===== src/rtl/uart_core.sv =====
// ---------------------------------------------------------------------------
// uart_core
//   Full-duplex UART. It has one oversampling tick generator that the
//   transmitter and the receiver share. Otherwise the transmitter and the
//   receiver are independent state machines.
//
//   Parameters
//     CLK_FREQ    system clock in Hz
//     BAUD_RATE   line rate in bit/s
//     OVERSAMPLE  sample ticks per bit (even, 8..32)
//     DATA_BITS   payload width (5..9)
//     PARITY      0 none, 1 even, 2 odd
//     STOP_BITS   1 or 2 (the receiver checks only the first one)
//
//   Ports
//     clk, rst          clock, synchronous active-high reset
//     tx_valid/tx_ready transmit handshake; tx_data captured on transfer
//     tx                serial output, idles high
//     rx                asynchronous serial input
//     rx_valid/rx_ready receive handshake; rx_data and flags held until accept
//     rx_frame_err      first stop bit voted low
//     rx_parity_err     parity mismatch (only when PARITY != 0)
//     rx_overrun        sticky; a completed frame was dropped while rx_valid=1
// ---------------------------------------------------------------------------
module uart_core #(
   parameter int CLK_FREQ   = 100_000_000,
   parameter int BAUD_RATE  = 115200,
   parameter int OVERSAMPLE = 16,
   parameter int DATA_BITS  = 8,
   parameter int PARITY     = 0,
   parameter int STOP_BITS  = 1
) (
   input  logic                 clk,
   input  logic                 rst,
   input  logic                 tx_valid,
   input  logic [DATA_BITS-1:0] tx_data,
   output logic                 tx_ready,
   output logic                 tx,
   input  logic                 rx,
   output logic                 rx_valid,
   input  logic                 rx_ready,
   output logic [DATA_BITS-1:0] rx_data,
   output logic                 rx_frame_err,
   output logic                 rx_parity_err,
   output logic                 rx_overrun
);

   localparam int DIV_RAW = CLK_FREQ / (BAUD_RATE * OVERSAMPLE);
   localparam int DIV     = (DIV_RAW < 1) ? 1 : DIV_RAW;
   localparam int DIV_W   = (DIV > 1) ? $clog2(DIV) : 1;
   localparam logic [DIV_W-1:0] DIV_LAST = DIV_W'(DIV - 1);

   // Phase positions within one bit (counts 0..OVERSAMPLE-1)
   localparam logic [4:0] OS_LAST = 5'(OVERSAMPLE - 1);
   localparam logic [4:0] OS_S0   = 5'(OVERSAMPLE / 2 - 1);
   localparam logic [4:0] OS_S1   = 5'(OVERSAMPLE / 2);
   localparam logic [4:0] OS_VOTE = 5'(OVERSAMPLE / 2 + 1);
   localparam logic [3:0] DB_LAST = 4'(DATA_BITS - 1);
   localparam logic [3:0] SB_LAST = 4'(STOP_BITS - 1);
   localparam bit         HAS_PAR = (PARITY != 0);
   localparam bit         ODD_PAR = (PARITY == 2);

   // ------------------------------------------------------------------------
   // Sample tick generator (free-running)
   // ------------------------------------------------------------------------
   logic [DIV_W-1:0] r_div_cnt;
   logic             w_tick;

   assign w_tick = (r_div_cnt == DIV_LAST);

   always_ff @(posedge clk) begin
      if (rst) begin
         r_div_cnt <= '0;
      end else if (w_tick) begin
         r_div_cnt <= '0;
      end else begin
         r_div_cnt <= r_div_cnt + 1'b1;
      end
   end

   // ------------------------------------------------------------------------
   // Transmitter
   // ------------------------------------------------------------------------
   typedef enum logic [2:0] {
      TX_IDLE,
      TX_START,
      TX_DATA,
      TX_PAR,
      TX_STOP
   } tx_state_t;

   tx_state_t              r_tx_state;
   tx_state_t              w_tx_state_nx;
   logic [4:0]             r_tx_os;
   logic [4:0]             w_tx_os_nx;
   logic [3:0]             r_tx_bit;
   logic [3:0]             w_tx_bit_nx;
   logic [DATA_BITS-1:0]   r_tx_shift;
   logic                   r_tx_par;
   logic                   w_tx_load;
   logic                   w_tx_shift;

   always_ff @(posedge clk) begin
      if (rst) begin
         r_tx_state <= TX_IDLE;
         r_tx_os    <= '0;
         r_tx_bit   <= '0;
         r_tx_shift <= '0;
         r_tx_par   <= 1'b0;
      end else begin
         r_tx_state <= w_tx_state_nx;
         r_tx_os    <= w_tx_os_nx;
         r_tx_bit   <= w_tx_bit_nx;
         if (w_tx_load) begin
            r_tx_shift <= tx_data;
            r_tx_par   <= ODD_PAR ? ~^tx_data : ^tx_data;
         end else if (w_tx_shift) begin
            // LSB goes out first, so the next bit moves into position 0
            r_tx_shift <= r_tx_shift >> 1;
         end
      end
   end

   always_comb begin
      w_tx_state_nx = r_tx_state;
      w_tx_os_nx    = r_tx_os;
      w_tx_bit_nx   = r_tx_bit;
      w_tx_load     = 1'b0;
      w_tx_shift    = 1'b0;
      tx            = 1'b1;
      tx_ready      = 1'b0;

      case (r_tx_state)
         TX_IDLE: begin
            tx_ready = 1'b1;
            if (tx_valid) begin
               w_tx_state_nx = TX_START;
               w_tx_os_nx    = '0;
               w_tx_bit_nx   = '0;
               w_tx_load     = 1'b1;
            end
         end
         TX_START: tx = 1'b0;
         TX_DATA:  tx = r_tx_shift[0];
         TX_PAR:   tx = r_tx_par;
         default:  tx = 1'b1;
      endcase

      // A bit period ends on its OVERSAMPLE-th tick
      if (r_tx_state != TX_IDLE && w_tick) begin
         if (r_tx_os == OS_LAST) begin
            w_tx_os_nx = '0;
            case (r_tx_state)
               TX_START: begin
                  w_tx_state_nx = TX_DATA;
                  w_tx_bit_nx   = '0;
               end
               TX_DATA: begin
                  w_tx_shift = 1'b1;
                  if (r_tx_bit == DB_LAST) begin
                     w_tx_state_nx = HAS_PAR ? TX_PAR : TX_STOP;
                     w_tx_bit_nx   = '0;
                  end else begin
                     w_tx_bit_nx = r_tx_bit + 1'b1;
                  end
               end
               TX_PAR: begin
                  w_tx_state_nx = TX_STOP;
                  w_tx_bit_nx   = '0;
               end
               TX_STOP: begin
                  if (r_tx_bit == SB_LAST) begin
                     w_tx_state_nx = TX_IDLE;
                     w_tx_bit_nx   = '0;
                  end else begin
                     w_tx_bit_nx = r_tx_bit + 1'b1;
                  end
               end
               default: w_tx_state_nx = TX_IDLE;
            endcase
         end else begin
            w_tx_os_nx = r_tx_os + 1'b1;
         end
      end
   end

   // ------------------------------------------------------------------------
   // Receiver: synchroniser and edge detect
   // ------------------------------------------------------------------------
   logic r_rx_meta;
   logic r_rx_sync;
   logic r_rx_prev;
   logic w_rx_fall;

   always_ff @(posedge clk) begin
      if (rst) begin
         r_rx_meta <= 1'b1;
         r_rx_sync <= 1'b1;
         r_rx_prev <= 1'b1;
      end else begin
         r_rx_meta <= rx;
         r_rx_sync <= r_rx_meta;
         r_rx_prev <= r_rx_sync;
      end
   end

   assign w_rx_fall = r_rx_prev & ~r_rx_sync;

   // ------------------------------------------------------------------------
   // Receiver FSM
   // ------------------------------------------------------------------------
   typedef enum logic [2:0] {
      RX_IDLE,
      RX_START,
      RX_DATA,
      RX_PAR,
      RX_STOP
   } rx_state_t;

   rx_state_t              r_rx_state;
   rx_state_t              w_rx_state_nx;
   logic [4:0]             r_rx_os;
   logic [4:0]             w_rx_os_nx;
   logic [3:0]             r_rx_bit;
   logic [3:0]             w_rx_bit_nx;
   logic [1:0]             r_rx_smp;
   logic [DATA_BITS-1:0]   r_rx_shift;
   logic                   r_rx_par;
   logic                   w_vote;
   logic                   w_rx_at_vote;
   logic                   w_rx_done;
   logic                   w_par_exp;
   logic                   w_par_err;

   // The third sample is taken live on the vote tick; the first two are stored
   assign w_vote = (r_rx_smp[1] & r_rx_smp[0]) |
                   (r_rx_smp[1] & r_rx_sync)   |
                   (r_rx_smp[0] & r_rx_sync);
   assign w_rx_at_vote = w_tick && (r_rx_os == OS_VOTE);
   assign w_par_exp    = ODD_PAR ? ~^r_rx_shift : ^r_rx_shift;
   assign w_par_err    = HAS_PAR && (r_rx_par != w_par_exp);

   always_ff @(posedge clk) begin
      if (rst) begin
         r_rx_state <= RX_IDLE;
         r_rx_os    <= '0;
         r_rx_bit   <= '0;
         r_rx_smp   <= 2'b11;
         r_rx_shift <= '0;
         r_rx_par   <= 1'b0;
      end else begin
         r_rx_state <= w_rx_state_nx;
         r_rx_os    <= w_rx_os_nx;
         r_rx_bit   <= w_rx_bit_nx;
         if (r_rx_state != RX_IDLE && w_tick &&
             (r_rx_os == OS_S0 || r_rx_os == OS_S1)) begin
            r_rx_smp <= {r_rx_smp[0], r_rx_sync};
         end
         if (w_rx_at_vote && r_rx_state == RX_DATA) begin
            r_rx_shift <= {w_vote, r_rx_shift[DATA_BITS-1:1]};
         end
         if (w_rx_at_vote && r_rx_state == RX_PAR) begin
            r_rx_par <= w_vote;
         end
      end
   end

   always_comb begin
      w_rx_state_nx = r_rx_state;
      w_rx_os_nx    = r_rx_os;
      w_rx_bit_nx   = r_rx_bit;
      w_rx_done     = 1'b0;

      if (r_rx_state == RX_IDLE) begin
         // Phase 0 is aligned with the detected falling edge
         if (w_rx_fall) begin
            w_rx_state_nx = RX_START;
            w_rx_os_nx    = '0;
            w_rx_bit_nx   = '0;
         end
      end else if (w_tick) begin
         w_rx_os_nx = (r_rx_os == OS_LAST) ? 5'd0 : r_rx_os + 1'b1;

         if (r_rx_os == OS_VOTE) begin
            // A start bit that votes high was a glitch
            if (r_rx_state == RX_START && w_vote) begin
               w_rx_state_nx = RX_IDLE;
            end
            // Frame ends at the first stop-bit vote so the next start edge is
            // caught even with a short stop bit
            if (r_rx_state == RX_STOP) begin
               w_rx_state_nx = RX_IDLE;
               w_rx_done     = 1'b1;
            end
         end

         if (r_rx_os == OS_LAST) begin
            case (r_rx_state)
               RX_START: begin
                  w_rx_state_nx = RX_DATA;
                  w_rx_bit_nx   = '0;
               end
               RX_DATA: begin
                  if (r_rx_bit == DB_LAST) begin
                     w_rx_state_nx = HAS_PAR ? RX_PAR : RX_STOP;
                     w_rx_bit_nx   = '0;
                  end else begin
                     w_rx_bit_nx = r_rx_bit + 1'b1;
                  end
               end
               RX_PAR:  w_rx_state_nx = RX_STOP;
               default: ;
            endcase
         end
      end
   end

   // ------------------------------------------------------------------------
   // Receive output holding register
   // ------------------------------------------------------------------------
   logic                 r_rx_valid;
   logic [DATA_BITS-1:0] r_rx_data;
   logic                 r_rx_ferr;
   logic                 r_rx_perr;
   logic                 r_rx_ovr;
   logic                 w_accept;

   assign w_accept = r_rx_valid & rx_ready;

   always_ff @(posedge clk) begin
      if (rst) begin
         r_rx_valid <= 1'b0;
         r_rx_data  <= '0;
         r_rx_ferr  <= 1'b0;
         r_rx_perr  <= 1'b0;
         r_rx_ovr   <= 1'b0;
      end else if (w_rx_done && (!r_rx_valid || w_accept)) begin
         // A simultaneous accept frees the slot for the new frame
         r_rx_valid <= 1'b1;
         r_rx_data  <= r_rx_shift;
         r_rx_ferr  <= ~w_vote;
         r_rx_perr  <= w_par_err;
         r_rx_ovr   <= 1'b0;
      end else if (w_rx_done) begin
         r_rx_ovr <= 1'b1;
      end else if (w_accept) begin
         r_rx_valid <= 1'b0;
         r_rx_data  <= '0;
         r_rx_ferr  <= 1'b0;
         r_rx_perr  <= 1'b0;
         r_rx_ovr   <= 1'b0;
      end
   end

   assign rx_valid      = r_rx_valid;
   assign rx_data       = r_rx_data;
   assign rx_frame_err  = r_rx_ferr;
   assign rx_parity_err = r_rx_perr;
   assign rx_overrun    = r_rx_ovr;

endmodule


===== config.mk =====
export PLATFORM = sky130hd
export DESIGN_NAME = uart_core
export DESIGN_NICKNAME = d
export VERILOG_FILES = /design/src/rtl/uart_core.sv
export SDC_FILE = /design/constraint.sdc
export NUM_CORES = 1
export LEC_CHECK = 0
export BUFFER_PORTS_ARGS = -buffer_cell sky130_fd_sc_hd__clkbuf_2
export CAP_MARGIN = 20
export CELL_PAD_IN_SITES_DETAIL_PLACEMENT = 1
export CELL_PAD_IN_SITES_GLOBAL_PLACEMENT = 1
export CORE_ASPECT_RATIO = 1.75
export CORE_MARGIN = 5
export CORE_UTILIZATION = 45
export CTS_CLUSTER_SIZE = 24
export DETAILED_ROUTE_END_ITERATION = 7
export GPL_ROUTABILITY_DRIVEN = 0
export PLACE_DENSITY_LB_ADDON = 0.2
export SLEW_MARGIN = 40
export SYNTH_ARGS = -nofsm -noshare
export SYNTH_HDL_FRONTEND = slang
export SYNTH_SLANG_ARGS = --single-unit

===== constraint.sdc =====
create_clock -name clk -period 2.6 [get_ports clk]
set_clock_uncertainty 0.15 [all_clocks]
set_input_delay 0.52 -clock clk [delete_from_list [all_inputs] [get_ports clk]]
set_output_delay 0.52 -clock clk [all_outputs]
set_load 0.03 [all_outputs]

==> key figures <==
Yosys
  • Post-synth EDFFs: 0
  • Sequential share of the synthesized area: 41.8%
  • Ys async rst share: 0%
  • Netlist cell types: 54
  • Yosys Warn Count: 0
  • Synth top area cells: dfxtp_1 (42%), nand2_1 (5.2%), nor2_1 (4.7%)
  • Post-synth top area share: 41.8%
  • Seq cells post-synth: 63
  • Yosys top cell by area: dfxtp_1
  • Most common flop cell mapped by yosys: dfxtp_1
  • Synthesized area per cell: 8.55 um2
  • Post-synthesis cell count: 353
  • Area of the mapped netlist: 0.00302 mm2
  • Synth Net Count: 375

Global routing
  • Initial antenna violation count: 0
  • First-pass GRT wire length: 12.8 mm
  • Grt total ovfl: 0
  • Vias in the first global route: 2715
  • Largest net degree at the start of global routing: 54
  • Total Routing Usage GR: 19.0%

Timing
  • Hold Fails Final Rpt: 0
  • Worst-margin pin slew: 0.802 ns
  • Slew HR: 45.1%
  • FMAX: around 430 MHz
  • Unrepaired setup endpoints after global routing: no
  • Max-slew violation count: 0
  • Setup TNS: 0 ns
  • Tmin final: 2.35 ns
  • Final Setup Violations: 0
  • Period utilization: 90.4%

Detailed routing
  • Per-cell routed wire length: 15.4 um
  • TritonRoute pass-1 iters: 4
  • Routed Antenna Nets: 0
  • Initial DRC count: 154
  • Number of remaining DRC errors: 0
  • Drt total wl: 7.18 mm
  • Via density: 5.57
  • Vias: 2588

Worst hold path
  • Worst Hold End: r_rx_meta
  • Hold Crit Start: rx
  • Hold Crit Depth: 2
  • Hold WC Path Type: in2reg

Critical path
  • Critical Path, Cell by Cell: inv_1, ha_1, a2111oi_0, a31oi_1, nor3_1, mux2_2
  • Critical Path AT: roughly 2.5 ns
  • Reg2Reg Setup Slack: 0.25 ns
  • Slowest-stage cell, CP: a2111oi_0
  • Cell count of the worst reg-to-reg path: 6
  • Crit start category: flip-flop
  • Crit Reg-Reg Endpoint: r_tx_bit[0]
  • Crit end category: flip-flop
  • Worst Setup SP: r_tx_bit[0]
  • Reg2reg start: r_tx_bit[0]
  • Cell family with most CP delay: compound AO/OA/AOI/OAI gates
  • Cell count along the critical path: 6
  • Worst-path maximum fanout: 3
  • Buf+Inv Stages, Crit Path: 1
  • Worst path max stage delay: approximately 0.70 ns
  • Setup Crit Path Kind: reg2reg
  • CP required: 2.73 ns

Clock network
  • Cells resized by post-CTS repair: 0
  • CTS tree: done
  • Max Root-Sink Buffers: 2
  • Skew-Pair Late Insertion Delay: between 0.3 and 0.4 ns
  • CTS Hold Bufs: 0
  • Sink Count: 63
  • Num CTS Buffers: 9
  • Setup Buffers After CTS: 0
  • Clock root buffer master: clkbuf_16
  • Clock transition at path regs: 0.05 ns
  • H-tree depth: 3

Finish
  • Fraction of layout cells with a size suffix above 1: 16.2%
  • P&R area growth vs syn: 18.7%
  • Fill count: about 800
  • Ant diodes: 0
  • Post-Layout Cell Count: about 470
  • Design Area, Final: 0.00358 mm2
  • Util after Layout: 54.8%
  • Final nets: 400

Die
  • Initial Util: 46.2%
  • Die width: 71.9 um
  • Die Ht: 118 um
  • Total Die Area: 0.00851 mm2
  • Core box area: 0.00654 mm2
  • Row count: 39
  • IO Pins: 27

Placement
  • Placed Cells incl. Taps: 449
  • Placed instance area: 0.00323 mm2
  • Detail Placement HPWL: 5.05 mm
  • IO Port Bufs: 25

Run
  • Max_cap viols: 0

Power
  • Worst vdd ir: 511 uV
  • Cell leakage power: 1.30 nW
  • Pwr dens: 715 mW/mm2

Outcome
  • Outcome: finished, final reports clean
synth_stat cells (all sizes together), types with 10 or more instances:
cell type	count
dfxtp	63
nand2	42
nor2	38
a21oi	19
nand3b	18
o21ai	18
clkbuf	12
nand3	12
nor3	10
xnor2	10
registers in the layout, summed over array words and instances (netlist names), 2 cells and up:
signal      cells
r_rx_shift      8
r_tx_bit        4
r_rx_os         5
r_tx_shift      8
r_tx_state      3
r_rx_bit        4
r_div_cnt       6
r_tx_os         5
r_rx_state      3
rx_data         8
r_rx_smp        2
where the power goes:
part | total [mW] | internal, mW | switching [mW]
clock | 1.40 | 0.958 | 0.442
combinational | 0.155 | 0.0641 | 0.0905
sequential | 1.01 | 0.988 | 0.0168
total | 2.56 | 2.01 | 0.550
area by class of cell:
type,count,area (um2),share of cell area [%]
Tap cell,82,103,2.86
Clock buffer,10,239,6.67
Clock inverter,6,108,3.00
Timing Repair Buffer,35,213,5.94
Inverter,9,33.8,0.943
Sequential cell,63,1260,35.2
Multi-Input combinational cell,260,1630,45.4
worst register-to-register path: cells and delay by family (launching register included):
| kind | cells | cell delay [ns] |
|---|---|---|
| muxes | 1 | 0.24 |
| buffers and inverters | 1 | 0.08 |
| DFF | 1 | 0.37 |
| adders and majority gates | 1 | 0.21 |
| AOI/OAI and AO/OA | 2 | 0.85 |
| and+or+nand+nor | 1 | 0.39 |
placed cells by master, fill, tap and decap left out, types with 2 or more instances in the layout:
cell       Yosys  routed
a2111oi_0      2       2
a211oi_1       3       3
a21o_1         2       2
a21oi_1       19      19
a22o_1         2       2
a311oi_1       9       9
a31oi_1        3       3
a32oi_1        3       3
a41oi_1        2       2
and2_1         2       2
buf_4          1       9
bufinv_16      0       3
clkbuf_16      0       9
clkbuf_2       0      25
clkinv_2       0       2
dfxtp_1       63      63
ha_1           9       9
inv_1          9       9
mux2i_1        9       9
nand2_1       42      42
nand2b_1       7       7
nand3_1       12      12
nand3b_1      18      18
nand4b_1       2       2
nor2_1        38      38
nor2b_1        3       3
nor3_1        10      10
nor3b_1        5       5
nor4_1         3       3
o21ai_0       16      16
or2_2          3       3
or3_1          2       2
or4_1          2       2
xnor2_1       10      10
xor2_1         2       2
cells by family (layout without fill, tap and decap cells):
| kind of cell | Yosys count | after routing | share of synthesized area [%] |
|---|---|---|---|
| other | 1 | 1 | 0.124 |
| buffers and inverters | 30 | 60 | 4.39 |
| muxes | 10 | 10 | 3.36 |
| and+or+nand+nor | 160 | 160 | 27.9 |
| DFF | 63 | 63 | 41.8 |
| xor gates and xnor gates | 12 | 12 | 3.48 |
| adders and majority gates | 10 | 10 | 4.06 |
| AOI/OAI and AO/OA | 67 | 67 | 14.9 |
worst max-delay path by stage:
stage / to
after global routing: r_rx_shift[3]
after floorplan: r_rx_bit[0]
after CTS: rx_data[5]
final: r_tx_bit[0]
after global placement: rx_data[0]
after detailed placement: rx_data[7]
metal layers:
| layer | vias to the layer above | share of wire (%) | track usage [%] |
|---|---|---|---|
| met5 | - | 0 | 0 |
| met4 | 0 | 2.6 | 10.6 |
| met3 | 15 | 3.1 | 4.08 |
| met2 | 38 | 54 | 34.5 |
| met1 | 1238 | 40 | 19.6 |
| li1 | 1297 | - | - |
metrics by stage:
stage	hold slack, ns	power, mW	setup slack [ns]
3_3_place_gp	0.248	1.18	0.374
3_5_place_dp	0.250	1.18	0.272
2_1_floorplan	0.239	1.13	0.582
5_1_grt	0.224	2.65	0.0524
4_1_cts	0.227	2.58	0.200
6_report	0.227	2.56	0.249
(Power assumes the default switching activity.)
